$ cat config.mk
export PLATFORM = sky130hd
export DESIGN_NAME = count_arbiter
export DESIGN_NICKNAME = d
export VERILOG_FILES = /design/src/rtl/count_arbiter.sv
export SDC_FILE = /design/constraint.sdc
export NUM_CORES = 1
export LEC_CHECK = 0
export ABC_AREA = 0
export ABC_CLOCK_PERIOD_IN_PS = 1350
export BUFFER_PORTS_ARGS = -buffer_cell sky130_fd_sc_hd__buf_2
export CAP_MARGIN = 20
export CORE_ASPECT_RATIO = 1.25
export CORE_MARGIN = 1
export CORE_UTILIZATION = 32
export DETAILED_ROUTE_END_ITERATION = 16
export GPL_ROUTABILITY_DRIVEN = 0
export PLACE_DENSITY = 0.65
export SLEW_MARGIN = 10
export SYNTH_ARGS = -nofsm -noshare
export SYNTH_HDL_FRONTEND = slang
export SYNTH_SLANG_ARGS = --single-unit
$ cat constraint.sdc
create_clock -name i_clk -period 1.35 [get_ports i_clk]
set_input_delay 0 -clock i_clk [delete_from_list [all_inputs] [get_ports i_clk]]
set_output_delay 0 -clock i_clk [all_outputs]
set_load 0.05 [all_outputs]
$ cat src/rtl/count_arbiter.sv
// Two-requester round-robin scheduler for a shared up-counter. It grants the counter,
// clears it, runs it to the owner's latched terminal value, then pulses done.
module count_arbiter #(
  parameter int WIDTH = 4
) (
  input  logic             i_clk,
  input  logic             i_rst,
  input  logic [1:0]       i_req,
  input  logic [WIDTH-1:0] i_len0,
  input  logic [WIDTH-1:0] i_len1,
  input  logic [WIDTH-1:0] i_count,
  output logic [1:0]       o_grant,
  output logic [1:0]       o_done,
  output logic             o_busy,
  output logic             o_cnt_rst,
  output logic             o_cnt_en
);

  typedef enum logic [1:0] {
    S_IDLE,
    S_CLEAR,
    S_RUN,
    S_DONE
  } state_t;

  state_t           r_state;
  state_t           w_next;
  logic [1:0]       r_grant;
  logic [1:0]       w_grant_nxt;
  logic [1:0]       r_done;
  logic [1:0]       w_done_nxt;
  logic [WIDTH-1:0] r_tgt;
  logic [WIDTH-1:0] w_tgt_nxt;
  logic             r_last;
  logic             w_last_nxt;
  logic             w_owner;
  logic             w_owner_req;
  logic             w_win;

  assign w_owner     = r_grant[1];
  assign w_owner_req = i_req[w_owner];
  // On a tie the requester that was not served last wins.
  assign w_win       = (i_req == 2'b11) ? ~r_last : i_req[1];

  always_comb begin
    w_next      = r_state;
    w_grant_nxt = r_grant;
    w_done_nxt  = '0;
    w_tgt_nxt   = r_tgt;
    w_last_nxt  = r_last;
    case (r_state)
      S_IDLE: begin
        if (|i_req) begin
          w_grant_nxt = w_win ? 2'b10 : 2'b01;
          w_tgt_nxt   = w_win ? i_len1 : i_len0;
          w_next      = S_CLEAR;
        end
      end
      S_CLEAR: begin
        if (!w_owner_req) begin
          w_next      = S_IDLE;
          w_grant_nxt = '0;
          w_last_nxt  = w_owner;
        end else begin
          w_next = S_RUN;
        end
      end
      S_RUN: begin
        // A dropped request aborts even if the terminal count was reached this cycle.
        if (!w_owner_req) begin
          w_next      = S_IDLE;
          w_grant_nxt = '0;
          w_last_nxt  = w_owner;
        end else if (i_count == r_tgt) begin
          w_next     = S_DONE;
          w_done_nxt = r_grant;
        end
      end
      S_DONE: begin
        w_next      = S_IDLE;
        w_grant_nxt = '0;
        w_last_nxt  = w_owner;
      end
      default: w_next = S_IDLE;
    endcase
  end

  always_ff @(posedge i_clk) begin
    if (i_rst) begin
      r_state <= S_IDLE;
      r_grant <= '0;
      r_done  <= '0;
      r_tgt   <= '0;
      r_last  <= 1'b1;
    end else begin
      r_state <= w_next;
      r_grant <= w_grant_nxt;
      r_done  <= w_done_nxt;
      r_tgt   <= w_tgt_nxt;
      r_last  <= w_last_nxt;
    end
  end

  assign o_grant   = r_grant;
  assign o_done    = r_done;
  assign o_busy    = (r_state != S_IDLE);
  assign o_cnt_rst = i_rst | (r_state == S_CLEAR);
  assign o_cnt_en  = ~i_rst & (r_state == S_RUN) & (i_count != r_tgt);

endmodule
==> results.tsv, run 1 <==
metric	value	unit
peakVddDrop	510	uV
placed_area	900	um^2
cp_max_fo	4	
cp_num_buf_inv	1	
holdCritPathClass	in -> reg	
synthesis.area	697	um^2
status	finished with violations	
finalWirelength	1510	um
die_w	43.7	um
fin_crit	1390	ps
design_area	1020	um^2
crit_required	1510	ps
worstSkewPairLatency	270	ps
power_leakage	0.000464	uW
multi_input_area	526	um^2
clock-sinks	11	
grt_pass1_vias	598	
slew_headroom	0.816	
seq_area	225	um^2
area_growth_syn_to_layout	46.7	%
synthFlopType	dfxtp_1	
yosysWarningCount	0	
clk_pin_slew_worst_paths	80	ps
synth_top_area_share	0.316	
netlist_instances	72	
start_util	0.348	
tritoncts	built	
num-fill-cells	186	
holdWs	29.4	ps
grt_pass1_wl	2490	um
ios	23	
synth_fp_nets	93	
synth_fa_ha_area_frac	0.0898	
post-route-period-util	1.03	
yosys.area_share.simple	0.203	
grt_max_degree	12	
synth_top_family_by_area	simple AND/OR/NAND/NOR gates	
slew_violations	0	
die_height	54.2	um
cap_violations	0	
portBuffers	22	
violations	design-rule violations, negative setup slack	
yosysTopAreaCell	dfxtp_1	
rows	18	
worstSetupStartpointType	register	
crit_family	simple AND/OR/NAND/NOR gates	
ys_ff_latch	11	
tightest_slew	275	ps
setup_violations	2	
dpl.hpwl	1140	um
async_reset_ff_frac	0	
via_per_inst	5.14	
hold_buffers	0	
worst_setup_path_end_kind	register	
synth.avg_cell_area	9.68	um^2
drc	1	
max_freq	0.719	GHz
drt-pass1-iter-count	10	
clk_path_buf_depth	2	
grtUsageTotal	0.144	
synthTopCellsByArea	dfxtp_1, mux2i_1, ha_1	
die_area	2370	um^2
synthXorXnorAreaFrac	0.0503	
rsz0062_at_grt	true	
final_cells	125	
drive_above_1_share	0.562	
htreeDepth	1	
drt_iter0_drc	7	
synth-compound-area-share	0.181	
crit_chain	inv_4 > ha_4 > or3b_4 > a21boi_4 > mux2i_1 > nor2_1	
crit_slowest_cell	or3b_4	
dpl_worst_slack	-65.2	ps
antenna_left	0	
setup_ws	-41.7	ps
core-area	2000	um^2
critPathKind	reg -> reg	
muxShareOfSynthArea	0.122	
wire_per_inst	12.1	um
antenna_cells	0	
cpPeakStageDelay	380	ps
finalHoldViolCount	0	
skew	6.22	ps
synth_cell_type_count	31	
synth_edf_count	0	
numCtsBuffers	3	
crit_arrival	1560	ps
antenna_found_initial	0	
grt-ovfl-total	0	
place_inst	119	
power_density	949	nW/um^2
cts_root_buf	clkbuf_4	
num_vias	643	
fin_nets	127	
ys_seq_area_frac	0.316	
## metrics by stage
step / power (uW) / TNS [ps] / util
global route: 1020 / -439 / 0.510
floorplan: 614 / -143 / -
CTS: 953 / -68.6 / 0.483
finish: 970 / -66.9 / 0.510
global placement: 698 / -13.5 / 0.449
detailed placement: 704 / -104 / 0.449
## power breakdown
| part | switching [uW] | internal (uW) |
|---|---|---|
| Clock | 122 | 110 |
| Sequential | 25.2 | 357 |
| Combinational | 189 | 168 |
| Total | 335 | 635 |
## registers in the layout, indices dropped and copies added (netlist names)
signal	cells
r_last	1
o_done	2
o_grant	2
r_state	2
r_tgt	4
## Yosys cell counts, types with 2 or more instances
library cell,n
inv_1,4
mux2i_1,7
and2_1,3
ha_1,5
dfxtp_1,11
a21boi_4,2
o21ai_0,2
a211oi_1,4
xnor2_1,4
nor2_1,8
nand2_1,2
## layout make-up
class	instances	share of cell area
sequential	11	0.220
timing repair buffer	31	0.193
tap	20	0.0245
inverter	4	0.0208
clock buffer	3	0.0220
multi-input combinational	55	0.514
clock inverter	1	0.00490
## path summary, 6_finish.rpt
| check | from | endpoint | slack, ps | depth (start not counted) |
|---|---|---|---|---|
| hold / removal | i_rst | o_grant[0]$_SDFFE_PP0P_ | 30 | 2 |
| hold reg to reg | o_grant[0]$_SDFFE_PP0P_ | o_done[0]$_SDFF_PP0_ | 500 | 1 |
| setup / recovery | r_state[1]$_SDFFE_PP0P_ | o_grant[1]$_SDFFE_PP0P_ | -40 | 6 |
| setup reg to reg | r_state[1]$_SDFFE_PP0P_ | o_grant[1]$_SDFFE_PP0P_ | -40 | 6 |
## timing repair
item,in CTS,in global routing
setup buffers,2,0
endpoints found under the setup margin,4,9
gates resized for setup,9,9
pin swaps,2,9
## kinds of logic after synthesis
kind of cell / count (synthesis)
compound gates: 14
fa+ha+maj: 5
simple gates: 24
buf+inv: 6
mux: 8
flops: 11
xor+xnor: 4
## layer usage
metal / share of wire / vias to the layer above / global-route usage
li1: - / 318 / -
met1: 0.44 / 287 / 0.175
met2: 0.47 / 34 / 0.241
met3: 0.072 / 4 / 0.0302
met4: 0.015 / 0 / 0.0625
met5: 0 / - / 0
## placed cells by master, fill, tap and decap left out, drive strengths merged
cell | Yosys | routed
a2111o | 1 | 1
a211oi | 4 | 4
a21boi | 2 | 2
a21oi | 1 | 1
a31o | 1 | 1
a31oi | 1 | 1
a41oi | 1 | 1
and2 | 4 | 4
and3 | 1 | 1
buf | 1 | 31
clkbuf | 1 | 3
clkinv | 0 | 1
clkinvlp | 0 | 1
dfxtp | 11 | 11
ha | 5 | 5
inv | 4 | 3
mux2 | 1 | 1
mux2i | 7 | 7
nand2 | 2 | 2
nand3 | 1 | 1
nand4 | 1 | 1
nor2 | 9 | 9
nor2b | 1 | 1
nor3 | 1 | 1
nor3b | 1 | 1
o21ai | 2 | 2
o221ai | 1 | 1
or2 | 1 | 1
or2b | 1 | 1
or3b | 1 | 1
xnor2 | 4 | 4
(Power assumes the default switching activity.)
==> inputs of run 2 (changes only) <==
--- a/config.mk
+++ b/config.mk
@@ -6,15 +6,15 @@
 export NUM_CORES = 1
 export LEC_CHECK = 0
 export ABC_AREA = 0
-export ABC_CLOCK_PERIOD_IN_PS = 1350
 export BUFFER_PORTS_ARGS = -buffer_cell sky130_fd_sc_hd__buf_2
 export CAP_MARGIN = 20
 export CORE_ASPECT_RATIO = 1.25
-export CORE_MARGIN = 1
+export CORE_MARGIN = 4
 export CORE_UTILIZATION = 32
 export DETAILED_ROUTE_END_ITERATION = 16
 export GPL_ROUTABILITY_DRIVEN = 0
 export PLACE_DENSITY = 0.65
+export RECOVER_POWER = 100
 export SLEW_MARGIN = 10
 export SYNTH_ARGS = -nofsm -noshare
 export SYNTH_HDL_FRONTEND = slang
==> run 2 against run 1 <==
  * The flow finishes with violations (negative setup slack)
  * Sequential power about the same
  * Setup slack got worse by 18 ps
  * Fmax decreased by 1.3%
  * Design area decreased by 2.1%
  * Power decreased by 0.28%
  * Die area increased by 26%
  * Register-to-register slack got worse by 20 ps
  * Sequential cell count unchanged
  * Largest cell class unchanged
==> results.tsv, run 2 (synthesized netlist as in run 1, its figures left out) <==
metric	value	unit
status	finished with violations	
violations	negative setup slack	
crit_start	r_state[0]$_SDFFE_PP0P_	
drt-met1-wl	640	um
timing.rr.start	r_state[0]$_SDFFE_PP0P_	
crit_path_end	o_grant[1]$_SDFFE_PP0P_	
multi_input_area	520	um^2
worst_setup_path_end_kind	register	
grt_pass1_wl	2750	um
largest_register_ffs	4	
critPathKind	reg -> reg	
power_density	966	nW/um^2
die_height	60.2	um
crit_arrival	1570	ps
crit_required	1510	ps
seq_area	226	um^2
placed_area	900	um^2
drt-pass1-iter-count	2	
htreeDepth	1	
cts_root_buf	clkbuf_4	
crit_slowest_cell	or3b_4	
worstSkewPairLatency	270	ps
setup_violations	2	
max_freq	0.710	GHz
setup_ws	-59.3	ps
grt_max_degree	12	
fin_nets	125	
rows	18	
r2r-end	o_grant[1]$_SDFFE_PP0P_	
antenna_cells	0	
wire_per_inst	13.4	um
grt_pass1_vias	657	
dpl.hpwl	1280	um
post-route-period-util	1.04	
worstSetupStartpointType	register	
slew_violations	0	
cp_num_cells	6	
rsz0062_at_grt	true	
slew_headroom	0.598	
clk_path_buf_depth	2	
fin_crit	1410	ps
core-area	2030	um^2
wl_met2	835	um
top_register	r_tgt	
tritoncts	built	
wl_met3	137	um
clock-sinks	11	
holdCritPathClass	in -> reg	
crit_family	simple AND/OR/NAND/NOR gates	
die_area	2990	um^2
skew	0.796	ps
hold_buffers	0	
crit_chain	inv_4 > ha_4 > or3b_4 > a21boi_4 > mux2i_1 > nor2_1	
ios	23	
grtUsageTotal	0.125	
antenna_found_initial	0	
portBuffers	22	
rr_worst_depth	6	
cap_violations	0	
final_cell_mix	buf_2, mux2i_1, nor2_1, buf_4, dfxtp_1	
grt-ovfl-total	0	
area_growth_syn_to_layout	43.6	%
die_w	49.7	um
via_per_inst	5.20	
design_area	1000	um^2
finalHoldViolCount	0	
num_vias	639	
min_from	i_len0[1]	
finalPower	967	uW
place_inst	119	
drive_above_1_share	0.524	
ff2ff_setup_slack	-60	ps
antenna_left	0	
cpPeakStageDelay	380	ps
peakVddDrop	694	uV
num-fill-cells	199	
utilization	0.494	
final_cells	123	
power_leakage	0.000434	uW
clk_pin_slew_worst_paths	70	ps
numCtsBuffers	3	
top_layer_used	met4	
final_common_cell	buf_2	
tightest_slew	605	ps
cp_max_fo	4	
drt_iter0_drc	1	
drc	0	
start_util	0.344	
finalWirelength	1650	um
cp_num_buf_inv	1	
-- run 2: cell types whose count changed in the layout (fill, tap and decap cells not counted), sizes merged --
cell,previous run,this run
buf,31,24
clkbuf,3,9
clkinv,1,0
-- run 2: worst min path at each step --
| stage | end | cells past startpoint |
|---|---|---|
| 2_1_floorplan | o_done[1]$_SDFF_PP0_ | 2 |
| 3_5_place_dp | o_grant[0]$_SDFFE_PP0P_ | 2 |
| 4_1_cts | o_grant[0]$_SDFFE_PP0P_ | 2 |
| 5_1_grt | o_grant[0]$_SDFFE_PP0P_ | 2 |
| 6_report | r_tgt[1]$_SDFFE_PP0P_ | 3 |
| 3_3_place_gp | o_grant[0]$_SDFFE_PP0P_ | 2 |
-- run 2: layout make-up --
type / count / share of cell area
clock buffers: 4 / 0.0263
inverters: 4 / 0.0212
multi-input cells: 55 / 0.520
flip-flops and latches: 11 / 0.226
well taps: 20 / 0.0250
repair buffers: 29 / 0.181
-- run 2: metrics by stage --
stage	setup TNS [ps]	setup WS [ps]	hold slack, ps
3_5_place_dp	-70.5	-42.1	326
2_1_floorplan	-143	-41.2	210
4_1_cts	-87.9	-48.1	42.3
5_1_grt	-447	-125	42.1
3_3_place_gp	0	4.33	326
6_report	-104	-59.3	52.3
-- run 2: routing by layer --
| metal | vias to the layer above | global-route usage |
|---|---|---|
| li1 | 314 | - |
| met1 | 298 | 0.126 |
| met2 | 23 | 0.217 |
| met3 | 4 | 0.0524 |
| met4 | 0 | 0.0711 |
| met5 | - | 0 |
-- run 2: worst register-to-register path, delay by kind of cell (launching register included) --
family | cells | cell delay (ps)
flip-flops | 1 | 340
multiplexers | 1 | 160
AO/OA/AOI/OAI | 1 | 160
AND/OR/NAND/NOR | 2 | 450
adder cells (fa/ha/maj) | 1 | 130
buffers and inverters | 1 | 70
-- run 2: timing repair --
item	CTS	global route
setup buffers	0	0
pin swaps	2	11
endpoints found under the setup margin	4	10
gates resized for setup	8	12
cloned	0	0
-- run 2: where the power goes --
group          switching [uW]  internal [uW]
registers                27.5            358
logic                     188            163
clock network             115            115
